`src/rtl/bus_slot_scheduler_if.sv`:
```
// Bus-slot scheduler signal bundle: CPU/video/Pi-bridge strobes and the Pi valid/done handshake.
// master = scheduler side, slave = address/RAM glue and SPI bridge side.
interface bus_slot_scheduler_if;
  logic bus_rw_ni;
  logic pi_valid_i;
  logic pi_rw_ni;
  logic video_blank_i;
  logic clk_cpu_o;
  logic cpu_enable_o;
  logic cpu_read_o;
  logic cpu_write_o;
  logic io_read_o;
  logic video_select_o;
  logic video_ram_strobe_o;
  logic video_rom_strobe_o;
  logic pi_select_o;
  logic pi_read_o;
  logic pi_write_o;
  logic pi_done_o;

  modport master (
    input  bus_rw_ni, pi_valid_i, pi_rw_ni, video_blank_i,
    output clk_cpu_o, cpu_enable_o, cpu_read_o, cpu_write_o, io_read_o,
           video_select_o, video_ram_strobe_o, video_rom_strobe_o,
           pi_select_o, pi_read_o, pi_write_o, pi_done_o
  );

  modport slave (
    output bus_rw_ni, pi_valid_i, pi_rw_ni, video_blank_i,
    input  clk_cpu_o, cpu_enable_o, cpu_read_o, cpu_write_o, io_read_o,
           video_select_o, video_ram_strobe_o, video_rom_strobe_o,
           pi_select_o, pi_read_o, pi_write_o, pi_done_o
  );
endinterface

```
`src/rtl/bus_slot_scheduler.sv`:
```
// 16-slot time-division scheduler for the shared bus/RAM (video 0-3, Pi 4-7, 6502 8-15).
// Optional macro PI_BLANK_STEAL_EN lets a Pi request take slots 0-3 during video blanking.
module bus_slot_scheduler #(
  parameter bit          VIDEO_EN     = 1'b1,
  parameter int unsigned CPU_RW_START = 9
) (
  input logic                   clk_sys_i,
  input logic                   reset_ni,
  bus_slot_scheduler_if.master  bus
);

  localparam logic [1:0] PI_IDLE    = 2'd0;
  localparam logic [1:0] PI_GRANTED = 2'd1;
  localparam logic [1:0] PI_DONE    = 2'd2;

  localparam logic [3:0] RW_START = 4'(CPU_RW_START);

  typedef struct packed {
    logic clk_cpu;
    logic cpu_enable;
    logic cpu_read;
    logic cpu_write;
    logic io_read;
    logic video_select;
    logic video_ram_strobe;
    logic video_rom_strobe;
    logic pi_select;
    logic pi_read;
    logic pi_write;
    logic pi_done;
  } outs_t;

  logic [3:0] slot_q, slot_d;
  logic [1:0] state_q, state_d;
  logic       steal_q, steal_d;
  logic       pi_rw_q, pi_rw_d;
  outs_t      out_q, out_d;

  logic pi_win, pi_mid, cpu_rw_win, video_win;

  always_comb begin
    slot_d  = slot_q + 4'd1;
    state_d = state_q;
    steal_d = steal_q;
    pi_rw_d = pi_rw_q;

    case (state_q)
      PI_IDLE: begin
        if (slot_q == 4'd3 && bus.pi_valid_i) begin
          state_d = PI_GRANTED;
          steal_d = 1'b0;
          pi_rw_d = bus.pi_rw_ni;
        end
`ifdef PI_BLANK_STEAL_EN
        else if (slot_q == 4'd15 && bus.pi_valid_i && bus.video_blank_i) begin
          state_d = PI_GRANTED;
          steal_d = 1'b1;
          pi_rw_d = bus.pi_rw_ni;
        end
`endif
      end
      PI_GRANTED: begin
        // A stolen grant occupies slots 0-3, a regular one slots 4-7.
        if (slot_q == (steal_q ? 4'd3 : 4'd7))
          state_d = bus.pi_valid_i ? PI_DONE : PI_IDLE;
      end
      PI_DONE: begin
        if (!bus.pi_valid_i)
          state_d = PI_IDLE;
      end
      default: state_d = PI_IDLE;
    endcase

    // Outputs are decoded from the next slot/state so the registered value lines up with slot_q.
    pi_win     = (state_d == PI_GRANTED);
    pi_mid     = (slot_d[1:0] == 2'd1) || (slot_d[1:0] == 2'd2);
    cpu_rw_win = (slot_d >= RW_START) && (slot_d <= 4'd14);
    video_win  = VIDEO_EN && (slot_d[3:2] == 2'b00) && !pi_win;

    out_d                  = '0;
    out_d.clk_cpu          = slot_d[3];
    out_d.cpu_enable       = slot_d[3];
    out_d.cpu_read         = cpu_rw_win && bus.bus_rw_ni;
    out_d.cpu_write        = cpu_rw_win && !bus.bus_rw_ni;
    out_d.io_read          = (slot_d == 4'd14) && bus.bus_rw_ni;
    out_d.video_select     = video_win;
    out_d.video_ram_strobe = video_win && (slot_d[1:0] == 2'd1);
    out_d.video_rom_strobe = video_win && (slot_d[1:0] == 2'd3);
    out_d.pi_select        = pi_win;
    out_d.pi_read          = pi_win && pi_mid && pi_rw_d;
    out_d.pi_write         = pi_win && pi_mid && !pi_rw_d;
    out_d.pi_done          = (state_d == PI_DONE);
  end

  always_ff @(posedge clk_sys_i) begin
    if (!reset_ni) begin
      slot_q  <= '0;
      state_q <= PI_IDLE;
      steal_q <= 1'b0;
      pi_rw_q <= 1'b0;
      out_q   <= '0;
    end else begin
      slot_q  <= slot_d;
      state_q <= state_d;
      steal_q <= steal_d;
      pi_rw_q <= pi_rw_d;
      out_q   <= out_d;
    end
  end

  assign bus.clk_cpu_o          = out_q.clk_cpu;
  assign bus.cpu_enable_o       = out_q.cpu_enable;
  assign bus.cpu_read_o         = out_q.cpu_read;
  assign bus.cpu_write_o        = out_q.cpu_write;
  assign bus.io_read_o          = out_q.io_read;
  assign bus.video_select_o     = out_q.video_select;
  assign bus.video_ram_strobe_o = out_q.video_ram_strobe;
  assign bus.video_rom_strobe_o = out_q.video_rom_strobe;
  assign bus.pi_select_o        = out_q.pi_select;
  assign bus.pi_read_o          = out_q.pi_read;
  assign bus.pi_write_o         = out_q.pi_write;
  assign bus.pi_done_o          = out_q.pi_done;

endmodule
```
`src/flat_wrapper.sv`:
```
// flat-port wrapper written by rule: the top's interface ports become plain ports
module bus_slot_scheduler_flat 
#(
  parameter bit          VIDEO_EN     = 1'b1,
  parameter int unsigned CPU_RW_START = 9
)
  (clk_sys_i, reset_ni, bus_bus_rw_ni, bus_pi_valid_i, bus_pi_rw_ni, bus_video_blank_i, bus_clk_cpu_o, bus_cpu_enable_o, bus_cpu_read_o, bus_cpu_write_o, bus_io_read_o, bus_video_select_o, bus_video_ram_strobe_o, bus_video_rom_strobe_o, bus_pi_select_o, bus_pi_read_o, bus_pi_write_o, bus_pi_done_o);
  bus_slot_scheduler_if bus_i ();
  input logic clk_sys_i;
  input logic reset_ni;
  input wire logic [$bits(bus_i.bus_rw_ni)-1:0] bus_bus_rw_ni;
  input wire logic [$bits(bus_i.pi_valid_i)-1:0] bus_pi_valid_i;
  input wire logic [$bits(bus_i.pi_rw_ni)-1:0] bus_pi_rw_ni;
  input wire logic [$bits(bus_i.video_blank_i)-1:0] bus_video_blank_i;
  output wire logic [$bits(bus_i.clk_cpu_o)-1:0] bus_clk_cpu_o;
  output wire logic [$bits(bus_i.cpu_enable_o)-1:0] bus_cpu_enable_o;
  output wire logic [$bits(bus_i.cpu_read_o)-1:0] bus_cpu_read_o;
  output wire logic [$bits(bus_i.cpu_write_o)-1:0] bus_cpu_write_o;
  output wire logic [$bits(bus_i.io_read_o)-1:0] bus_io_read_o;
  output wire logic [$bits(bus_i.video_select_o)-1:0] bus_video_select_o;
  output wire logic [$bits(bus_i.video_ram_strobe_o)-1:0] bus_video_ram_strobe_o;
  output wire logic [$bits(bus_i.video_rom_strobe_o)-1:0] bus_video_rom_strobe_o;
  output wire logic [$bits(bus_i.pi_select_o)-1:0] bus_pi_select_o;
  output wire logic [$bits(bus_i.pi_read_o)-1:0] bus_pi_read_o;
  output wire logic [$bits(bus_i.pi_write_o)-1:0] bus_pi_write_o;
  output wire logic [$bits(bus_i.pi_done_o)-1:0] bus_pi_done_o;
  assign bus_i.bus_rw_ni = bus_bus_rw_ni;
  assign bus_i.pi_valid_i = bus_pi_valid_i;
  assign bus_i.pi_rw_ni = bus_pi_rw_ni;
  assign bus_i.video_blank_i = bus_video_blank_i;
  assign bus_clk_cpu_o = bus_i.clk_cpu_o;
  assign bus_cpu_enable_o = bus_i.cpu_enable_o;
  assign bus_cpu_read_o = bus_i.cpu_read_o;
  assign bus_cpu_write_o = bus_i.cpu_write_o;
  assign bus_io_read_o = bus_i.io_read_o;
  assign bus_video_select_o = bus_i.video_select_o;
  assign bus_video_ram_strobe_o = bus_i.video_ram_strobe_o;
  assign bus_video_rom_strobe_o = bus_i.video_rom_strobe_o;
  assign bus_pi_select_o = bus_i.pi_select_o;
  assign bus_pi_read_o = bus_i.pi_read_o;
  assign bus_pi_write_o = bus_i.pi_write_o;
  assign bus_pi_done_o = bus_i.pi_done_o;
  bus_slot_scheduler #(.VIDEO_EN(VIDEO_EN), .CPU_RW_START(CPU_RW_START)) u_core (.clk_sys_i(clk_sys_i), .reset_ni(reset_ni), .bus(bus_i));
endmodule
```
`config.mk`:
```
export PLATFORM = sky130hd
export DESIGN_NAME = bus_slot_scheduler_flat
export DESIGN_NICKNAME = d
export VERILOG_FILES = /design/src/rtl/bus_slot_scheduler_if.sv /design/src/rtl/bus_slot_scheduler.sv /design/src/flat_wrapper.sv
export SDC_FILE = /design/constraint.sdc
export NUM_CORES = 1
export LEC_CHECK = 0
export CAP_MARGIN = 20
export CELL_PAD_IN_SITES_DETAIL_PLACEMENT = 0
export CELL_PAD_IN_SITES_GLOBAL_PLACEMENT = 2
export CORE_ASPECT_RATIO = 0.75
export CORE_MARGIN = 5
export CORE_UTILIZATION = 31
export DETAILED_ROUTE_END_ITERATION = 7
export PLACE_DENSITY = 0.77
export SLEW_MARGIN = 30
export SYNTH_ARGS = -nofsm -noshare
export SYNTH_HDL_FRONTEND = slang
export SYNTH_SLANG_ARGS = --single-unit
```
`constraint.sdc`:
```
create_clock -name clk_sys_i -period 2.8 [get_ports clk_sys_i]
set_input_delay 0.42 -clock clk_sys_i [delete_from_list [all_inputs] [get_ports clk_sys_i]]
set_output_delay 0.42 -clock clk_sys_i [all_outputs]
set_load 0.02 [all_outputs]
```
==> results.yml <==
timing:
  setup_viol: 0
  rsz0062_at_grt: "false"
  worstMarginPinSlew_ns: 0.376
  fmax_mhz: 528
  fin_worst_skew_ns: 0.00231
  fin_setup_tns_ns: 0
  post-route-min-period_ns: 1.89
  slew_headroom_pct: 74.9
  report.final.slew_viol_count: 0
  finalHoldViolCount: 0
  fin_crit_sh_pct: 67.6
clock_tree:
  cts.path.max_buffers: 2
  numCtsBuffers: 3
  clkLatencyLatePin_ns: 0.29
  holdBufCountCts: 0
  root_buffer: "clkbuf_4"
  htreeDepth: 1
  path_clk_slew_ns: 0.09
  post_cts_resized: 0
  post-cts-setup-buffer-count: 0
  cts_sinks: 17
  cts_tree: "yes"
setup_path:
  crit_cells: 1
  critPathArrivalTime_ns: 1.47
  crit_buf_inv: 1
  regToRegStartpoint: "u_core.slot_q[0]"
  required_ns: 2.38
  start_kind: "flip-flop"
  critical_path_class: "flip-flop to primary output"
  r2r_end: "u_core.bus.pi_read_o"
  critPathMaxStageDelay_ns: 0.68
  crit_family: "buffers and inverters"
  cp_max_fo: 9
  ff2ff_setup_slack_ns: 1.18
  slowest_stage: "clkdlybuf4s50_1"
  reg2regPathDepth: 4
  crit_chain: "clkdlybuf4s50_1"
  end_kind: "primary output"
power_and_ir_drop:
  switching_share_pct: 25.7
  p_switching_uw: 116
  intPower_uw: 337
  ir_drop_uv: 129
  power_frac_seq_pct: 57.3
  p_leak_nw: 0.366
  power_frac_clock_pct: 28.2
  combPwrFrac_pct: 14.5
  powerDensity_nw_per_um2: 471
finish:
  area_growth_pct: 29.9
  fin_util_pct: 42.0
  reg.largest.list: "u_core.slot_q: 3 flops, u_core.state_q: 2 flops"
  n_antenna_cell: 0
  fill_cells: 223
  drive_gt1_share_pct: 13.6
  largest_reg_flops: 3
  nets: 99
  regMostFlops: "u_core.slot_q"
route:
  drt-initial-drc-count: 12
  wl_per_cell_um: 11.0
  via_count: 529
  antenna_left: 0
  firstDrtPassIters: 3
  drcViolationCount: 0
  drt-total-wl_um: 1350
  viasPerCell: 4.34
global_route:
  grt_pass1_vias: 491
  antenna_found_initial: 0
  grt_overflow: 0
  grt_first_pass_wirelength_um: 2340
  grt_usage_pct: 9.10
  grt_start_max_net_pins: 16
yosys:
  synth_seq_cells: 17
  seq_area_frac_synth_pct: 45.9
  synth_fa_ha_area_share_pct: 6.76
  ys_types: 32
  synth_area_per_cell_um2: 10.6
  synth_edf_count: 0
  synth_mux_area_share_pct: 0
  synthSimpleGateAreaFrac_pct: 25.8
  syn_area_um2: 741
  synthArstFlopShare_pct: 0
  synth_xor_area_share_pct: 2.36
  synth_compound_area_share_pct: 14.9
  ys.flop_type: "dfxtp_1"
  syn-num-nets: 80
  syn_inst: 70
  ys_warn_count: 0
  synth_top_family_by_area: "simple AND/OR/NAND/NOR gates"
floorplan:
  die_w_um: 66.4
  rows: 15
  initial_core_util_pct: 32.3
  ios: 18
  fp.coreArea_um2: 2290
  die_area_um2: 3480
  die_h_um: 52.3
place:
  place_congestion: 0.657
  hpwl_um: 1020
  numPortBuffers: 16
flow_run:
  cap_violations: 0
worst_hold_path:
  hp-start: "u_core.slot_q[0]"
  min_to: "u_core.slot_q[0]"
  hold_path_class: "flip-flop to flip-flop"
  whs_path_depth: 1
status:
  outcome: "completed"
-- metal layers --
metal	vias to the layer above	global-route usage, %	share of wire (%)
li1	278	-	-
met1	237	12.5	53
met2	12	12.5	40
met3	2	4.51	6.2
met4	0	2.03	0.74
met5	-	0	0
-- worst max path at each step --
| stage | slack, ns | end | from |
|---|---|---|---|
| after CTS | 0.88 | bus_clk_cpu_o | u_core.bus.clk_cpu_o |
| after global placement | 0.93 | u_core.bus.pi_read_o | reset_ni |
| final | 0.91 | bus_clk_cpu_o | u_core.bus.clk_cpu_o |
| after floorplan | 1.39 | u_core.bus.pi_read_o | u_core.slot_q[0] |
| after detailed placement | 0.94 | u_core.bus.pi_read_o | reset_ni |
| after global routing | 0.83 | bus_cpu_enable_o | u_core.bus.clk_cpu_o |
-- power groups by stage --
| stage | logic [mW] | clock network (mW) | registers [mW] |
|---|---|---|---|
| 4_1_cts | 0.0657 | 0.138 | 0.260 |
| 3_5_place_dp | 0.0656 | 0 | 0.265 |
| 5_1_grt | 0.0728 | 0.151 | 0.261 |
| 2_1_floorplan | 0.0351 | 0 | 0.269 |
| 3_3_place_gp | 0.0664 | 0 | 0.265 |
| 6_report | 0.0656 | 0.128 | 0.260 |
-- through the flow --
step                setup slack, ns  hold WS [ns]  instance area [µm²]  total power, mW  cells
finish                        0.906         0.528                  962            0.453    122
global route                  0.827         0.557                  962            0.485    122
CTS                           0.880         0.537                  962            0.463    122
detailed placement            0.936         0.509                  935            0.331    118
global placement              0.933         0.511                  935            0.332    118
floorplan                      1.39         0.475                  741            0.304     70
-- Yosys cell counts (2+ instances only) --
library cell,number,area (µm²)
dfxtp_1,17,340
ha_1,4,50.1
a21oi_1,2,10.0
xor2_1,2,17.5
nand3_1,3,15.0
and2_1,4,25.0
nand2_1,5,18.8
inv_1,4,15.0
nor2b_1,3,18.8
nor3_1,3,15.0
nor3b_1,2,15.0
-- cells in the final DEF (no fill, tap or decap), types with 3 or more instances in the layout --
cell type | netlist | layout
nor2b_1 | 3 | 3
clkbuf_4 | 0 | 3
nand3_1 | 3 | 3
ha_1 | 4 | 4
nand2_1 | 5 | 5
clkdlybuf4s50_1 | 0 | 16
and2_1 | 4 | 4
nor3_1 | 3 | 3
dfxtp_1 | 17 | 17
inv_1 | 4 | 4
-- cell families (layout without fill, tap and decap cells) --
logic type               count (synthesis)  count (layout)
AO/OA/AOI/OAI                           11              11
XOR/XNOR                                 2               2
adder cells (fa/ha/maj)                  4               4
buffers and inverters                    7              25
flip-flops                              17              17
AND/OR/NAND/NOR                         29              29
-- final cells by class --
type	count	area, µm²	share of cell area [%]
Timing Repair Buffer	17	168	17.4
Multi-Input combinational cell	46	369	38.4
Clock buffer	3	22.5	2.34
Sequential cell	17	340	35.4
Inverter	4	15.0	1.56
Tap cell	34	42.5	4.42
Clock inverter	1	5.00	0.520
Power figures use the tool's default switching activity.
